### src/rtl/csa_accum_ctrl.sv
// csa_accum_ctrl: packet accumulator built on a carry-save adder.
// Operands are folded into a redundant (S, C) pair with no carry propagation;
// the single carry-propagate add happens once per packet in RESOLVE.
// Optional feature: define CSA_ACCUM_CNT_EN to add the out_count port
// (number of operands in the reported packet).
module csa_accum_ctrl #(
    parameter int IN_W    = 4,
    parameter int ACC_W   = 8,
    parameter int MAX_OPS = 16
) (
    input  logic                              clk,
    input  logic                              rst_n,
    input  logic [IN_W-1:0]                   in_data,
    input  logic                              in_valid,
    input  logic                              in_last,
    output logic                              in_ready,
    input  logic                              clr,
    output logic [ACC_W-1:0]                  out_data,
    output logic                              out_trunc,
    output logic                              out_valid,
    input  logic                              out_ready
`ifdef CSA_ACCUM_CNT_EN
    ,
    output logic [$clog2(MAX_OPS+1)-1:0]      out_count
`endif
);

    localparam int CNT_W = $clog2(MAX_OPS + 1);
    localparam logic [CNT_W-1:0] CNT_LAST = CNT_W'(MAX_OPS - 1);

    typedef enum logic [1:0] {
        ACCUM   = 2'd0,
        RESOLVE = 2'd1,
        OUTPUT  = 2'd2
    } state_t;

    state_t             state_reg;
    state_t             state_next;
    logic [ACC_W-1:0]   s_reg;
    logic [ACC_W-1:0]   c_reg;
    logic [CNT_W-1:0]   cnt_reg;
    logic [ACC_W-1:0]   out_data_reg;
    logic               out_trunc_reg;
    logic [CNT_W-1:0]   out_count_reg;

    logic [ACC_W-1:0]   x_ext;
    logic [ACC_W-1:0]   s_next;
    logic [ACC_W-1:0]   c_next;
    logic               xfer;
    logic               pkt_end;

    // Zero-extend the operand to accumulator width (works for ACC_W == IN_W too)
    always_comb begin
        x_ext            = '0;
        x_ext[IN_W-1:0]  = in_data;
    end

    // Carry-save bit cells: sum stays in place, majority carry moves up one bit
    assign c_next[0] = 1'b0;
    generate
        for (genvar gi = 0; gi < ACC_W; gi++) begin : g_csa
            assign s_next[gi] = s_reg[gi] ^ c_reg[gi] ^ x_ext[gi];
            if (gi < ACC_W - 1) begin : g_carry
                assign c_next[gi+1] = (s_reg[gi] & c_reg[gi]) |
                                      (s_reg[gi] & x_ext[gi]) |
                                      (c_reg[gi] & x_ext[gi]);
            end
        end
    endgenerate

    assign in_ready = (state_reg == ACCUM);
    assign out_valid = (state_reg == OUTPUT);
    assign xfer     = in_valid & in_ready;
    assign pkt_end  = in_last | (cnt_reg == CNT_LAST);

    // State register
    always_ff @(posedge clk or negedge rst_n) begin
        if (!rst_n) begin
            state_reg <= ACCUM;
        end else begin
            state_reg <= state_next;
        end
    end

    // Next-state logic; clr overrides every other transition
    always_comb begin
        state_next = state_reg;
        case (state_reg)
            ACCUM:   if (xfer && pkt_end) state_next = RESOLVE;
            RESOLVE: state_next = OUTPUT;
            OUTPUT:  if (out_ready) state_next = ACCUM;
            default: state_next = ACCUM;
        endcase
        if (clr) begin
            state_next = ACCUM;
        end
    end

    // Datapath: carry-save accumulate, resolve once, clear on handshake or clr
    always_ff @(posedge clk or negedge rst_n) begin
        if (!rst_n) begin
            s_reg         <= '0;
            c_reg         <= '0;
            cnt_reg       <= '0;
            out_data_reg  <= '0;
            out_trunc_reg <= 1'b0;
            out_count_reg <= '0;
        end else if (clr) begin
            s_reg         <= '0;
            c_reg         <= '0;
            cnt_reg       <= '0;
            out_data_reg  <= '0;
            out_trunc_reg <= 1'b0;
            out_count_reg <= '0;
        end else begin
            case (state_reg)
                ACCUM: begin
                    if (xfer) begin
                        s_reg   <= s_next;
                        c_reg   <= c_next;
                        cnt_reg <= cnt_reg + CNT_W'(1);
                        // Hitting the operand limit without in_last marks truncation
                        if ((cnt_reg == CNT_LAST) && !in_last) begin
                            out_trunc_reg <= 1'b1;
                        end
                    end
                end
                RESOLVE: begin
                    out_data_reg  <= s_reg + c_reg;
                    out_count_reg <= cnt_reg;
                end
                OUTPUT: begin
                    if (out_ready) begin
                        s_reg         <= '0;
                        c_reg         <= '0;
                        cnt_reg       <= '0;
                        out_trunc_reg <= 1'b0;
                    end
                end
                default: begin
                    s_reg   <= '0;
                    c_reg   <= '0;
                    cnt_reg <= '0;
                end
            endcase
        end
    end

    assign out_data  = out_data_reg;
    assign out_trunc = out_trunc_reg;

`ifdef CSA_ACCUM_CNT_EN
    assign out_count = out_count_reg;
`else
    // Count is still tracked so both builds share one datapath
    logic unused_count;
    assign unused_count = ^out_count_reg;
`endif

endmodule

### config.mk
export PLATFORM = sky130hd
export DESIGN_NAME = csa_accum_ctrl
export DESIGN_NICKNAME = d
export VERILOG_FILES = /design/src/rtl/csa_accum_ctrl.sv
export SDC_FILE = /design/constraint.sdc
export NUM_CORES = 1
export LEC_CHECK = 0
export ABC_AREA = 1
export CORE_AREA = 10 10 72 74
export DETAILED_ROUTE_END_ITERATION = 12
export DIE_AREA = 0 0 82 84
export PLACE_DENSITY = 0.69
export REMOVE_ABC_BUFFERS = 1
export SLEW_MARGIN = 40
export SYNTH_ARGS = -nofsm -noshare
export SYNTH_HDL_FRONTEND = slang
export SYNTH_SLANG_ARGS = --single-unit
### constraint.sdc
create_clock -name clk -period 1.4 [get_ports clk]
set_input_delay 0.28 -clock clk [delete_from_list [all_inputs] [get_ports clk]]
set_output_delay 0.28 -clock clk [all_outputs]
set_load 0.03 [all_outputs]
Yosys cells after proc, flatten, opt, wreduce, memory -nomap -nowiden

Index checks and enable logic that the tools add are counted.

Logic and storage cells: 84
Output and inout port bits: 11
Input bits: 10
Register bits: 32

Bitwise gates (word level): 37
Reduce and logical (&&, ||, !) cells: 9
Equality and inequality tests: 8
$add $sub $neg: 2
Mux-type cells: 22

Operators by type and width:

| kind                                          | number |
|---|---|
| two-way mux 8 bit                             | 7 |
| one-hot mux 8 bit (3 select lines)            | 2 |
| AND 1 bit                                     | 16 |
| two-way mux 5 bit                             | 3 |
| one-hot mux 5 bit (3 select lines)            | 1 |
| XOR 1 bit                                     | 12 |
| != test 3 x 1 -> 1 bit, second input constant | 3 |
| bitwise OR 1 bit                              | 9 |
| adder 8 bit                                   | 1 |
| two-way mux 2 bit                             | 3 |
| one-hot mux 2 bit (3 select lines)            | 1 |
| adder 5 x 1 -> 5 bit, second input constant   | 1 |
| == test 5 x 4 -> 1 bit, second input constant | 1 |
| two-way mux 1 bit                             | 4 |
| AND reduction 4 bit                           | 1 |
| != test 3 x 2 -> 1 bit, second input constant | 1 |
| AND reduction 3 bit                           | 1 |
| nonzero test 3 bit                            | 1 |
| == test 2 x 1 -> 1 bit, second input constant | 1 |
| == test 2 bit, second input constant          | 1 |
| logical AND 1 bit                             | 2 |
| logical NOT 2 bit                             | 1 |
| != test 2 bit, second input constant          | 1 |
| one-hot mux 1 bit (2 select lines)            | 1 |
| 3 further kinds                               | 3 |

Depth between registers and ports, before layout

Gate-level depths: netlist of run 1.

Depth in word-level cells: 6
Gate-level depth with buffers: 10
Mapped depth without buffers: 10

Worst setup path before layout of run 1

Ideal clock, no wire load.

Path type: reg-to-reg
Start point: reg s_reg[1]
End point: reg out_data_reg[7], in the netlist out_data[7]
Buffers on the path: 0
Cell stages (with the launch flop): 11
Setup slack: -0.064 ns
Clock period less this slack: 1.464 ns
Data required time: 1.335 ns
Arrival: 1.398 ns
Setup time: 0.065 ns
Path through: dfrtp_1 > ha_1 > inv_1 > fa_1 > inv_1 > nand2_1 > nand2_1 > nand3_1 > nand3_1 > nand3_1 > nand2_1

Word-level cells in the longest chain between the ends: 3

Ends and longest elaborated chain:

| what                   | RTL line | source |
|---|---|---|
| from (decl)            | 39       | `logic [ACC_W-1:0] s_reg;` |
| from (signal assigned) | 119      | `s_reg <= s_next;` |
| adder 8 bit            | 129      | `out_data_reg <= s_reg + c_reg;` |
| two-way mux 8 bit      | 116      | `case (state_reg)` |
| two-way mux 8 bit      | 108      | `end else if (clr) begin` |
| to (signal assigned)   | 129      |  |
| to (decl)              | 42       | `logic [ACC_W-1:0] out_data_reg;` |

Every way passes these cells. The select of a mux whose other input is x is not followed.
A chain may end at the register's enable or synchronous reset.

Worst setup path in the final report of run 1

Same ends and word-level chain as after synthesis.

==> impl_results.md, run 1 <==
* Worst-Margin Slew at 0.3289 ns
* CTS sink count at 31
* Sequential cell area at 775.7 um^2
* CP max stage cell: dfrtp_1
* Die width at 82 um
* Fill count at 325
* Commonest non-fill, non-tap cell in the layout: nand2_1
* Area of the multi-input gates at 958.4 um^2
* Commonest non-fill, non-tap cells in the layout: 62 x nand2_1, 31 x dfrtp_1, 21 x buf_4
* CP max stage delay at 0.37 ns
* Drt total wl at 4.243 mm
* Die height at 84 um
* Largest net degree at the start of global routing at 32
* Hold Crit Class: primary input to async pin
* CP Cell Sequence: ha_2, inv_2, fa_2, inv_2, nand2_4, nand2_4, nand3_2, nand3_2, nand3_2, nand2_1
* Final Util at 0.6337
* Syn_area_per_cell at 8.629 um^2
* Critical Path AT at 1.73 ns
* Status: finished, violations left
* Initial antenna violation count at 0
* Placed wire-length estimate at 2.850 mm
* Crit Path Category: flip-flop to flip-flop
* Post-synthesis simple-gate area fraction at 0.2850
* GP Congestion at 0.8146
* Num CTS Buffers at 5
* Yosys reg bits at 31
* CTS tree: yes
* Critical path endpoint category: flip-flop
* First-pass GRT wire length at 6.686 mm
* Synth warn at 0
* CTS H-tree depth at 2
* Io pins at 21
* Clk Latency, worst-skew pair at 0.29 ns
* Cell Area, Synth at 0.001752 mm^2
* Clock slew at reported path FFs at 0.07 ns
* Largest family of logic cells by synthesized area: simple AND/OR/NAND/NOR gates
* Synth unique cells at 26
* Sequential share of the synthesized area at 0.4429
* Failing checks: negative setup slack
* Critical Path Start Type: flip-flop
* Fraction of layout cells with a size suffix above 1 at 0.3307
* 1st-iter DRT viols at 55
* RSZ-0062 raised after global routing: yes
* Synthesized instance count at 203
* Max-cap violations at 0
* Placed Cells incl. Taps at 291
* Port Buffer Count at 20
* Vias in the first global route at 1483
* Leakage power at 1.304 nW
* CP most frequent cell: nand3_2
* Setup Skew at 0.006579 ns
* Final Non-Filler Cells at 304
* Post-route antenna net violation count at 0
* Clk buf depth at 2
* Slew headroom at 0.7792
* Final Cycle Share at 1.070
* Hold-fix buffers, CTS at 0
* Worst hold margin at 0.3504 ns
* Layout area overhead at 39.50%
* Post-synthesis xor/xnor area fraction at 0.005000
* DRC viols at 0
* Initial core utilization at 0.4543
* Crit Path Max Fanout at 3
* Number of vias per cell at 4.852
* WP buf/inv at 2
* Congestion Overflow GR at 0
* CP startpoint: s_reg[1]$_DFFE_PN0P_
* DR pass1 iterations at 4
* Die area at 0.006888 mm^2
* Final WS setup at -0.09781 ns
* Core area at 0.003856 mm^2
* Final Hold Viols at 0
* Pwr dens at 853.1 mW/mm^2
* GRT Total Usage at 0.1217
* Setup Viol. Count Final at 3
* Final total power at 2.085 mW
* Adder-cell area share of the yosys netlist at 0.1100
* Routed vias at 1475
* Crit path max-delay family: adder cells
* Num rows at 23
* Setup TNS Final at -0.2096 ns
* Mux cell area share after synthesis at 0
* Maximum vdd drop at 0.7209 mV
* Max Clk Rate at 0.6676 GHz
* CP required at 1.63 ns
* Nets at 277
* Diode count at 0
* Root Buffer: clkbuf_8
* Synth Area in Compound Gates at 0.08286
* Min Clock Period, post-route at 1.498 ns
* Reg-to-Reg Start: s_reg[1]$_DFFE_PN0P_
* Max-slew violations at 0
* WL/cell at 13.96 um
-- path summary, 6_finish.rpt --
path	slack (ns)	end	cells after the start
setup / recovery	-0.1	out_data[7]$_DFFE_PN0P_	10
hold / removal	0.35	s_reg[0]$_DFFE_PN0P_	2
setup reg to reg	-0.1	out_data[7]$_DFFE_PN0P_	10
hold reg to reg	0.47	c_reg[6]$_DFFE_PN0P_	2
max in group asynchronous	0.88	s_reg[5]$_DFFE_PN0P_	2
min in group clk	0.47	c_reg[6]$_DFFE_PN0P_	2
-- cell type report --
cell class                      instances  area share
Clock buffer                            6     0.03379
Clock inverter                          1    0.002048
Timing Repair Buffer                   46      0.1854
Inverter                               27     0.04352
Tap cell                               50     0.02560
Sequential cell                        31      0.3175
Multi-Input combinational cell        143      0.3922
-- routing by layer --
layer  global-route usage  up-vias  routed length [um]
met3              0.03987        3                 165
met2               0.1947       30                2049
met4              0.03406        0                  39
li1                     -      746                   -
met1               0.1502      696                1989
met5                    0        -                   0
-- repair_timing --
action / CTS / global route
cloned: 0 / 2
setup endpoints to repair: 13 / 16
resized for setup: 22 / 23
pin swaps: 5 / 12
buffers inserted: 0 / 4
-- cells by family (layout without fill, tap and decap cells) --
family / Yosys count / in the layout
AO/OA/AOI/OAI: 24 / 24
AND/OR/NAND/NOR: 105 / 105
adder cells (fa/ha/maj): 13 / 13
flip-flops: 31 / 31
buffers and inverters: 29 / 80
XOR/XNOR: 1 / 1
-- synth_stat cells --
| cell type | count | share of area |
|---|---|---|
| or2_2 | 1 | 0.0036 |
| nor2_2 | 2 | 0.0071 |
| dfrtp_1 | 31 | 0.44 |
| nand3_1 | 11 | 0.031 |
| inv_4 | 1 | 0.0036 |
| a22o_1 | 1 | 0.0050 |
| a21oi_1 | 4 | 0.011 |
| nand2_2 | 6 | 0.021 |
| nand2_4 | 2 | 0.013 |
| o211ai_1 | 1 | 0.0043 |
| o21ai_1 | 8 | 0.023 |
| nor2_4 | 2 | 0.013 |
| buf_8 | 1 | 0.0086 |
| nand3_4 | 2 | 0.020 |
| xnor2_1 | 1 | 0.0050 |
| o21ai_0 | 5 | 0.014 |
| nor3b_1 | 1 | 0.0043 |
| buf_6 | 1 | 0.0064 |
| nand4_1 | 3 | 0.011 |
| inv_2 | 3 | 0.0064 |
| o21ai_2 | 5 | 0.025 |
| ha_1 | 9 | 0.064 |
| nand2_1 | 69 | 0.15 |
| fa_1 | 4 | 0.046 |
| inv_1 | 23 | 0.049 |
| nor2_1 | 6 | 0.013 |
-- per-stage QoR --
stage | setup WS (ns) | cell area [um^2]
4_1_cts | -0.1309 | 2272
2_1_floorplan | -0.06367 | 1725
6_report | -0.09781 | 2444
3_5_place_dp | -0.2796 | 2158
5_1_grt | -0.1688 | 2444
3_3_place_gp | -0.2356 | 2158
-- power breakdown --
part           leakage [nW]  switching (mW)  internal, mW  total, mW
logic                 0.829           0.227         0.189      0.416
clock network        0.0470           0.337         0.385      0.723
registers             0.428          0.0221         0.924      0.946
Note: power is estimated with default switching activity, not from simulation.
==> inputs of run 2 (changes only) <==
CORE_AREA = 2 2 64 66   (was 10 10 72 74)
DIE_AREA = 0 0 66 68   (was 0 0 82 84)
SLEW_MARGIN = not set   (was 40)
==> impl_results.md, run 2 (same netlist as run 1, synthesis figures left out) <==
* Met3 GRT Util at 0.03618 (-0.003686)
* Crit path max-delay family: adder cells
* CP most frequent cell: nand3_2
* WP buf/inv at 2 (unchanged)
* DR pass1 iterations at 4 (unchanged)
* CTS tree: yes
* Clk buf depth at 2 (unchanged)
* Post-route antenna net violation count at 0 (unchanged)
* P_sw at 0.5550 mW (-5.4%)
* Status: finished, violations left
* Number of vias per cell at 4.775 (-1.6%)
* Drt total wl at 3.766 mm (-11%)
* Hold-fix buffers, CTS at 0 (unchanged)
* Die width at 66 um (-20%)
* RSZ-0062 raised after global routing: yes
* Met1 GRT Util at 0.2526 (+0.1024)
* Met2 Use GR at 0.2967 (+0.1020)
* Congestion Overflow GR at 0 (unchanged)
* CP required at 1.61 ns (-0.02 ns)
* Flop pwr share at 0.453 (about the same)
* Core area at 0.003856 mm^2 (unchanged)
* Placed Cells incl. Taps at 291 (unchanged)
* Reg-to-Reg Start: c_reg[1]$_DFFE_PN0P_
* GP Congestion at 0.8079 (-0.82%)
* WL/cell at 12.47 um (-11%)
* Leakage power at 1.273 nW (-2.4%)
* Failing checks: negative setup slack
* Nets at 274 (-1.1%)
* Commonest non-fill, non-tap cell in the layout: nand2_1
* Clock slew at reported path FFs at 0.07 ns (about the same)
* Max Clk Rate at 0.6622 GHz (-0.81%)
* Crit Path Max Fanout at 3 (unchanged)
* Final WS setup at -0.1101 ns (-0.01226 ns)
* First-pass GRT wire length at 6.154 mm (-8.0%)
* Routed vias at 1442 (-2.2%)
* DRC viols at 0 (unchanged)
* Initial core utilization at 0.4543 (unchanged)
* Max-slew violations at 0 (unchanged)
* Clock power frac at 0.373 (+0.026)
* Reg2Reg Setup Slack at -0.11 ns (about the same)
* Largest net degree at the start of global routing at 32 (unchanged)
* Num rows at 23 (unchanged)
* Crit Path Category: flip-flop to flip-flop
* CP max stage cell: dfrtp_1
* Min Clock Period, post-route at 1.510 ns (+0.01226 ns)
* Commonest non-fill, non-tap cells in the layout: 65 x nand2_1, 31 x dfrtp_1, 21 x buf_4
* Critical Path End: out_data[7]$_DFFE_PN0P_
* Num CTS Buffers at 5 (unchanged)
* Final Hold Viols at 0 (unchanged)
* Max-cap violations at 0 (unchanged)
* Critical Path Start Type: flip-flop
* Post-route cell area at 0.002375 mm^2 (-2.8%)
* CP startpoint: c_reg[1]$_DFFE_PN0P_
* 1st-iter DRT viols at 31 (-44%)
* CTS H-tree depth at 2 (unchanged)
* Fraction of layout cells with a size suffix above 1 at 0.3016 (-0.02912)
* Slew headroom at 0.7593 (-0.01990)
* Pwr dens at 876.6 mW/mm^2 (+2.7%)
* R2R Path End: out_data[7]$_DFFE_PN0P_
* Internal power at 1.527 mW (+1.9%)
* CTS sink count at 31 (unchanged)
* Logic pwr share at 0.174 (-0.025)
* Worst R2R Path Depth at 10 (unchanged)
* Hold Crit Class: primary input to async pin
* Die height at 68 um (-19%)
* Vias in the first global route at 1317 (-11%)
* Maximum vdd drop at 0.7821 mV (+8.5%)
* Root Buffer: clkbuf_8
* Placed wire-length estimate at 2.762 mm (-3.1%)
* CP Cell Sequence: ha_2, inv_2, fa_2, inv_2, nand2_4, nand2_4, nand3_2, nand3_2, nand3_2, nand2_2
* Worst-Margin Slew at 0.3585 ns (+0.02964 ns)
* Setup Slack @ Placement at -0.2676 ns (+0.01196 ns)
* GRT Total Usage at 0.1825 (+0.06076)
* Io pins at 21 (unchanged)
* Critical Path AT at 1.72 ns (about the same)
* Critical path endpoint category: flip-flop
* Port Buffer Count at 20 (unchanged)
* Setup TNS Final at -0.2379 ns (-0.02827 ns)
* Layout area overhead at 35.57%
* Final Cycle Share at 1.079 (+0.008757)
* Switch share at 0.2666 (-0.01493)
* WP depth at 10 (unchanged)
* Clk Latency, worst-skew pair at 0.28 ns (about the same)
* GR peak layer: met2
* Diode count at 0 (unchanged)
* Die area at 0.004488 mm^2 (-35%)
* CP max stage delay at 0.36 ns (about the same)
* Area after DPL at 0.002158 mm^2 (unchanged)
* Final Non-Filler Cells at 302 (-0.66%)
* Setup Skew at 0.009008 ns (+0.002429 ns)
* Setup Viol. Count Final at 3 (unchanged)
* Initial antenna violation count at 0 (unchanged)
## run 2: area by class of cell
cell class                 count  area, um^2
sequential                    31       775.7
inverter                      27       103.9
tap                           50       62.56
fill                         350        1481
clock buffer                   8       100.1
multi-input combinational    143       939.7
timing repair buffer          43       392.9
## run 2: power by group through the flow
stage	Clock, mW	Combinational, mW	Sequential (mW)
2_1_floorplan	0	0.155	0.970
3_3_place_gp	0	0.340	0.957
3_5_place_dp	0	0.341	0.958
4_1_cts	0.793	0.343	0.941
5_1_grt	0.837	0.401	0.947
6_report	0.776	0.362	0.944
## run 2: timing repair
action	4_1_cts	5_1_grt
pin swaps	3	7
cloned	0	0
setup endpoints to repair	13	18
setup buffers	0	3
resized for setup	18	21
## run 2: per-stage QoR
stage          hold WS (ns)  total power, mW  utilization
2_1_floorplan      -0.01559            1.125            -
5_1_grt              0.3807            2.184       0.6158
6_report             0.3585            2.082       0.6158
3_3_place_gp         0.4582            1.297       0.5597
3_5_place_dp         0.4666            1.299       0.5597
4_1_cts              0.3603            2.078       0.5879
## run 2: worst min-delay path by stage
stage | from | to | slack [ns] | cells after the start
5_1_grt | rst_n | out_data[3]$_DFFE_PN0P_ | 0.38 | 2
3_5_place_dp | c_reg[6]$_DFFE_PN0P_ | c_reg[6]$_DFFE_PN0P_ | 0.47 | 2
2_1_floorplan | rst_n | c_reg[1]$_DFFE_PN0P_ | -0.02 | 0
6_report | rst_n | out_data[0]$_DFFE_PN0P_ | 0.36 | 2
3_3_place_gp | c_reg[6]$_DFFE_PN0P_ | c_reg[6]$_DFFE_PN0P_ | 0.46 | 2
4_1_cts | rst_n | out_data[0]$_DFFE_PN0P_ | 0.36 | 2
## run 2: metal layers
layer | vias up | share of wire
met2 | 27 | 0.48
li1 | 737 | -
met1 | 674 | 0.46
met5 | - | 0
met3 | 4 | 0.046
met4 | 0 | 0.0090
==> inputs of run 3 (changes only) <==
CAP_MARGIN = 20   (was not set)
==> results of run 3 <==
The final DEF is identical to that of run 2; final timing and power are the same.
